<file path="src/rtl/i4004_cycle_seq_pkg.sv">
// MCS-4 shared types: instruction sub-cycle encoding and the opcodes
// that identify double-word instructions.
package mcs4;

    typedef enum logic [2:0] {
        A1 = 3'd0,
        A2 = 3'd1,
        A3 = 3'd2,
        M1 = 3'd3,
        M2 = 3'd4,
        X1 = 3'd5,
        X2 = 3'd6,
        X3 = 3'd7
    } instr_cyc_t;

    localparam logic [3:0] OPR_JCN = 4'd1;
    localparam logic [3:0] OPR_FIM = 4'd2;
    localparam logic [3:0] OPR_JUN = 4'd4;
    localparam logic [3:0] OPR_JMS = 4'd5;
    localparam logic [3:0] OPR_ISZ = 4'd7;

    function automatic instr_cyc_t next_cyc(input instr_cyc_t cyc);
        logic [2:0] raw;
        raw = cyc;
        return instr_cyc_t'(raw + 3'd1);
    endfunction

endpackage

</file>
<file path="src/rtl/i4004_cycle_seq_dword_detect.sv">
// Combinational classifier: does the fetched word start a two-word instruction?
module i4004_dword_detect
    import mcs4::*;
(
    input  logic [3:0] opr,
    input  logic       opa0,
    input  logic       second_word,
    output logic       dword
);

    // A second word is never itself the start of another double word.
    always_comb begin
        dword = 1'b0;
        if (!second_word) begin
            case (opr)
                OPR_JCN, OPR_JUN, OPR_JMS, OPR_ISZ: dword = 1'b1;
                OPR_FIM: dword = ~opa0;
                default: dword = 1'b0;
            endcase
        end else begin
            dword = 1'b0;
        end
    end

endmodule

</file>
<file path="src/rtl/i4004_cycle_seq.sv">
// i4004 instruction cycle sequencer: A1..X3 sub-cycles of two clocks each.
// Optional stop/halt behaviour is enabled by defining I4004_STOP_EN.
module i4004_cycle_seq
    import mcs4::*;
(
    input  logic       clk,
    input  logic       rst_n,
    input  logic       stop,
    input  logic [3:0] dbus_in,
    output instr_cyc_t icyc,
    output logic       clken_1,
    output logic       clken_2,
    output logic       sync,
    output logic       second_word,
    output logic       opr_ld,
    output logic       opa_ld,
    output logic       exec_en,
    output logic       pc_inc,
    output logic       stopped
);

    instr_cyc_t cyc_q, cyc_d;
    logic       phase_q, phase_d;
    logic       second_word_q, second_word_d;
    logic       stopped_q, stopped_d;
    logic [3:0] opr_q, opr_d;
    logic       opa0_q, opa0_d;
    logic       dword_pending_s;
    logic       stop_req_s;
    logic       running_s;

`ifdef I4004_STOP_EN
    assign stop_req_s = stop;
`else
    logic unused_stop_s;
    assign unused_stop_s = stop;
    assign stop_req_s    = 1'b0;
`endif

    // Latched OPR/OPA hold still from M2 end through X3, so the decode is valid there.
    i4004_dword_detect u_dword_detect (
        .opr         (opr_q),
        .opa0        (opa0_q),
        .second_word (second_word_q),
        .dword       (dword_pending_s)
    );

    assign running_s = ~stopped_q;

    // Next-state: advance phase every clk, sub-cycle on phase 1, handle halt.
    always_comb begin
        cyc_d         = cyc_q;
        phase_d       = phase_q;
        second_word_d = second_word_q;
        stopped_d     = stopped_q;
        opr_d         = opr_q;
        opa0_d        = opa0_q;
        if (stopped_q) begin
            stopped_d = stop_req_s;
        end else if (phase_q) begin
            phase_d = 1'b0;
            cyc_d   = next_cyc(cyc_q);
            case (cyc_q)
                M1: opr_d  = dbus_in;
                M2: opa0_d = dbus_in[0];
                X3: begin
                    if (stop_req_s && !dword_pending_s) begin
                        stopped_d     = 1'b1;
                        second_word_d = 1'b0;
                    end else begin
                        second_word_d = dword_pending_s;
                    end
                end
                default: cyc_d = next_cyc(cyc_q);
            endcase
        end else begin
            phase_d = 1'b1;
        end
    end

    // Sequencer state registers.
    always_ff @(posedge clk or negedge rst_n) begin
        if (!rst_n) begin
            cyc_q         <= A1;
            phase_q       <= 1'b0;
            second_word_q <= 1'b0;
            stopped_q     <= 1'b0;
            opr_q         <= 4'd0;
            opa0_q        <= 1'b0;
        end else begin
            cyc_q         <= cyc_d;
            phase_q       <= phase_d;
            second_word_q <= second_word_d;
            stopped_q     <= stopped_d;
            opr_q         <= opr_d;
            opa0_q        <= opa0_d;
        end
    end

    // Output decode straight from state flops.
    always_comb begin
        icyc        = cyc_q;
        clken_1     = running_s & ~phase_q;
        clken_2     = running_s & phase_q;
        sync        = running_s & (cyc_q == X3);
        second_word = second_word_q;
        opr_ld      = running_s & phase_q & (cyc_q == M1);
        opa_ld      = running_s & phase_q & (cyc_q == M2);
        pc_inc      = running_s & phase_q & (cyc_q == X3);
        exec_en     = 1'b0;
        if (running_s && ((cyc_q == X1) || (cyc_q == X2) || (cyc_q == X3))) begin
            exec_en = ~dword_pending_s;
        end else begin
            exec_en = 1'b0;
        end
`ifdef I4004_STOP_EN
        stopped = stopped_q;
`else
        stopped = 1'b0;
`endif
    end

endmodule

</file>
<file path="config.mk">
export PLATFORM = sky130hd
export DESIGN_NAME = i4004_cycle_seq
export DESIGN_NICKNAME = d
export VERILOG_FILES = /design/src/rtl/i4004_cycle_seq_pkg.sv /design/src/rtl/i4004_cycle_seq_dword_detect.sv /design/src/rtl/i4004_cycle_seq.sv
export SDC_FILE = /design/constraint.sdc
export NUM_CORES = 1
export LEC_CHECK = 0
export CORE_AREA = 10 10 47 49
export CTS_CLUSTER_SIZE = 20
export DETAILED_ROUTE_END_ITERATION = 8
export DIE_AREA = 0 0 57 59
export PLACE_DENSITY = 0.85
export SETUP_SLACK_MARGIN = 0.15
export SLEW_MARGIN = 30
export SYNTH_ARGS = -nofsm -noshare
export SYNTH_HDL_FRONTEND = slang
export SYNTH_SLANG_ARGS = --single-unit
</file>
<file path="constraint.sdc">
create_clock -name clk -period 3 [get_ports clk]
set_input_delay 0.6 -clock clk [delete_from_list [all_inputs] [get_ports clk]]
set_output_delay 0.6 -clock clk [all_outputs]
set_load 0.02 [all_outputs]
</file>
==> flow_summary.toml, run 1 <==
[critical_path]
crit_path_end_kind = "output port"
cp-start-kind = "register"
rr_worst_depth = 4
crit_type = "reg -> out"
arrival_ps = 1980
cp_max_fo = 6
cp.required_ps = 2400

[drt]
finalWirelength_mm = 1.120
vias_per_cell = 4.802
wl_per_cell_um = 13.02
drc = 0
routed-via-count = 413
antenna_left = 0
drt_iter0_drc = 5
dr.pass1.iters = 4

[synthesis]
ys.warnings.count = 0
netlist_top_cells_area = "dfrtp_1, ha_1, mux2_2"
synth_mux_area_share_pct = 10.30
synthXorXnorAreaFrac_pct = 1.639
ys_types = 19
synthSimpleGateAreaFrac_pct = 9.602
synth_top_area_share_pct = 46.84
synth_fp_nets = 65
yosysTopAreaCell = "dfrtp_1"
syn_area_per_cell_sq_um = 10.27
synthCells = 52
synth_top_family_by_area = "adder cells"
netlist_area_sq_um = 534.3
ys_ff_latch = 10
ys_seq_area_share_pct = 46.84
synth_fa_ha_area_share_pct = 14.05
synth_compound_area_share_pct = 9.602

[layout]
antenna_cells = 0
regArea_sq_um = 250.2
most-common-layout-cells = "clkdlybuf4s50_1, dfrtp_1, inv_1"
n_fill_cell = 139
finalInstanceArea_sq_um = 738.2
drive_above_1_share_pct = 11.43
areaGrowthSynthToFinish_pct = 38.17
multi_input_area_sq_um = 245.2
num-nets-final = 84
layout_commonest_cell = "clkdlybuf4s50_1"

[run]
max_cap_violations = 0

[sta]
finalSetupTns_ps = 0
hold_viol = 0
final.period_utilization_pct = 85.88
rsz0062_at_grt = "no"
worst_slack_ps = 423.5
finalSetupViolations = 0
drv_slew = 0
fmax_ghz = 0.3881
min_period_ps = 2577
finClkSkew_ps = 2.135

[die]
core_area_sq_um = 1401
rows = 14
start_util_pct = 38.12
pin_count = 19
die_height_um = 59
die_w_um = 57
dieArea_sq_um = 3363

[clocking]
insertion_delay_ps = 260
clock_path_buffers = 2
ctsHoldBuffers = 0
cts_buffers = 3
clk_pin_slew_worst_paths_ps = 70
cts_max_level = 1
post_cts_buffers = 0
postCtsResizedCells = 0
cts_sinks = 10
cts_tree = "built"
clockRootBuffer = "clkbuf_4"

[global_routing]
track_usage_pct = 7.454
gr-total-overflow = 0
grt_pass1_vias = 471
grt_pass1_wl_mm = 1.994
antenna_found_initial = 0
grt_max_degree = 12

[place]
postPlaceCellArea_sq_um = 701.9
port-buffer-count = 16
place_congestion = 0.7471
pre_cts_ws_ps = 708.0
hpwlAfterDp_um = 934.8

[hold_path]
holdPathStages = 1
min_path_type = "reg -> reg"

[run_status]
outcome = "finished, final reports clean"

[pwr]
ir_worst_vdd_mv = 0.2489
p_leak_uw = 0.0003558
p_per_area_nw_per_um2 = 384.9
[flip-flops by register name, indices dropped and copies added (netlist names)]
signal       count
phase_q          1
second_word      1
icyc             3
opr_q            4
opa0_q           1
[synthesized netlist by cell type, drive strengths merged]
cell type / instances
o21ai: 3
mux2i: 1
buf: 2
nand3: 1
or4b: 1
ha: 6
nor2: 4
mux2: 4
a21oi: 3
o211ai: 1
inv: 7
conb: 1
a31oi: 1
nand2: 4
o21a: 1
and3: 1
xor2: 1
dfrtp: 10
[worst max-delay path, stage by stage (launching register included)]
cell and delay, ps:
dfrtp_1 420, or4b_1 550, o211ai_1 110, a21oi_1 90, clkdlybuf4s50_1 540
[final timing paths]
path / start / endpoint / slack (ps)
setup / recovery: opr_q[0] / exec_en / 420
hold / removal: opa0_q / opa0_q / 520
setup reg to reg: icyc[0] / opr_q[2] / 1510
hold reg to reg: opa0_q / opa0_q / 520
max in group asynchronous: rst_n / opr_q[1] / 2050
min in group asynchronous: rst_n / phase_q / 640
[area by class of cell]
type	count	area share, %
Clock buffer	4	4.915
Inverter	7	3.559
Multi-Input combinational cell	33	33.22
Sequential cell	10	33.90
Tap cell	16	2.712
Timing Repair Buffer	16	21.69
[metrics by stage]
| stage | power, uW | util (%) | hold WS, ps | std cells |
|---|---|---|---|---|
| 2_1_floorplan | 154.9 | - | 304.4 | 52 |
| 3_3_place_gp | 166.2 | 50.09 | 498.9 | 82 |
| 3_5_place_dp | 167.5 | 50.09 | 502.7 | 82 |
| 4_1_cts | 288.7 | 52.68 | 518.2 | 86 |
| 5_1_grt | 300.9 | 52.68 | 548.1 | 86 |
| 6_report | 284.1 | 52.68 | 516.1 | 86 |
[kinds of logic after synthesis]
kind of cell | count (synthesis)
mux | 5
compound gates | 9
fa+ha+maj | 6
buf+inv | 9
flops | 10
simple gates | 11
xor+xnor | 1
other cells | 1
[per-layer routing]
layer	global-route usage (%)	wire [um]	vias up
met5	0	0	-
met4	3.020	14	0
met3	4.721	139	2
met2	12.40	526	15
met1	7.299	440	193
li1	-	-	203
[power breakdown]
part | total, uW | internal [uW] | leakage [uW] | switching, uW
registers | 143 | 139 | 0.000123 | 3.68
clock network | 120 | 73.7 | 0.0000210 | 46.3
logic | 21.2 | 11.8 | 0.000212 | 9.32
total | 284 | 225 | 0.000356 | 59.3
Note: power is estimated with default switching activity, not from simulation.
==> run 2, diff against run 1 <==
--- a/config.mk
+++ b/config.mk
@@ -6,7 +6,7 @@
 export NUM_CORES = 1
 export LEC_CHECK = 0
 export CORE_AREA = 10 10 47 49
-export CTS_CLUSTER_SIZE = 20
+export CTS_CLUSTER_SIZE = 8
 export DETAILED_ROUTE_END_ITERATION = 8
 export DIE_AREA = 0 0 57 59
 export PLACE_DENSITY = 0.85
==> results of run 2 <==
The final DEF is identical to that of run 1; final timing and power are the same.
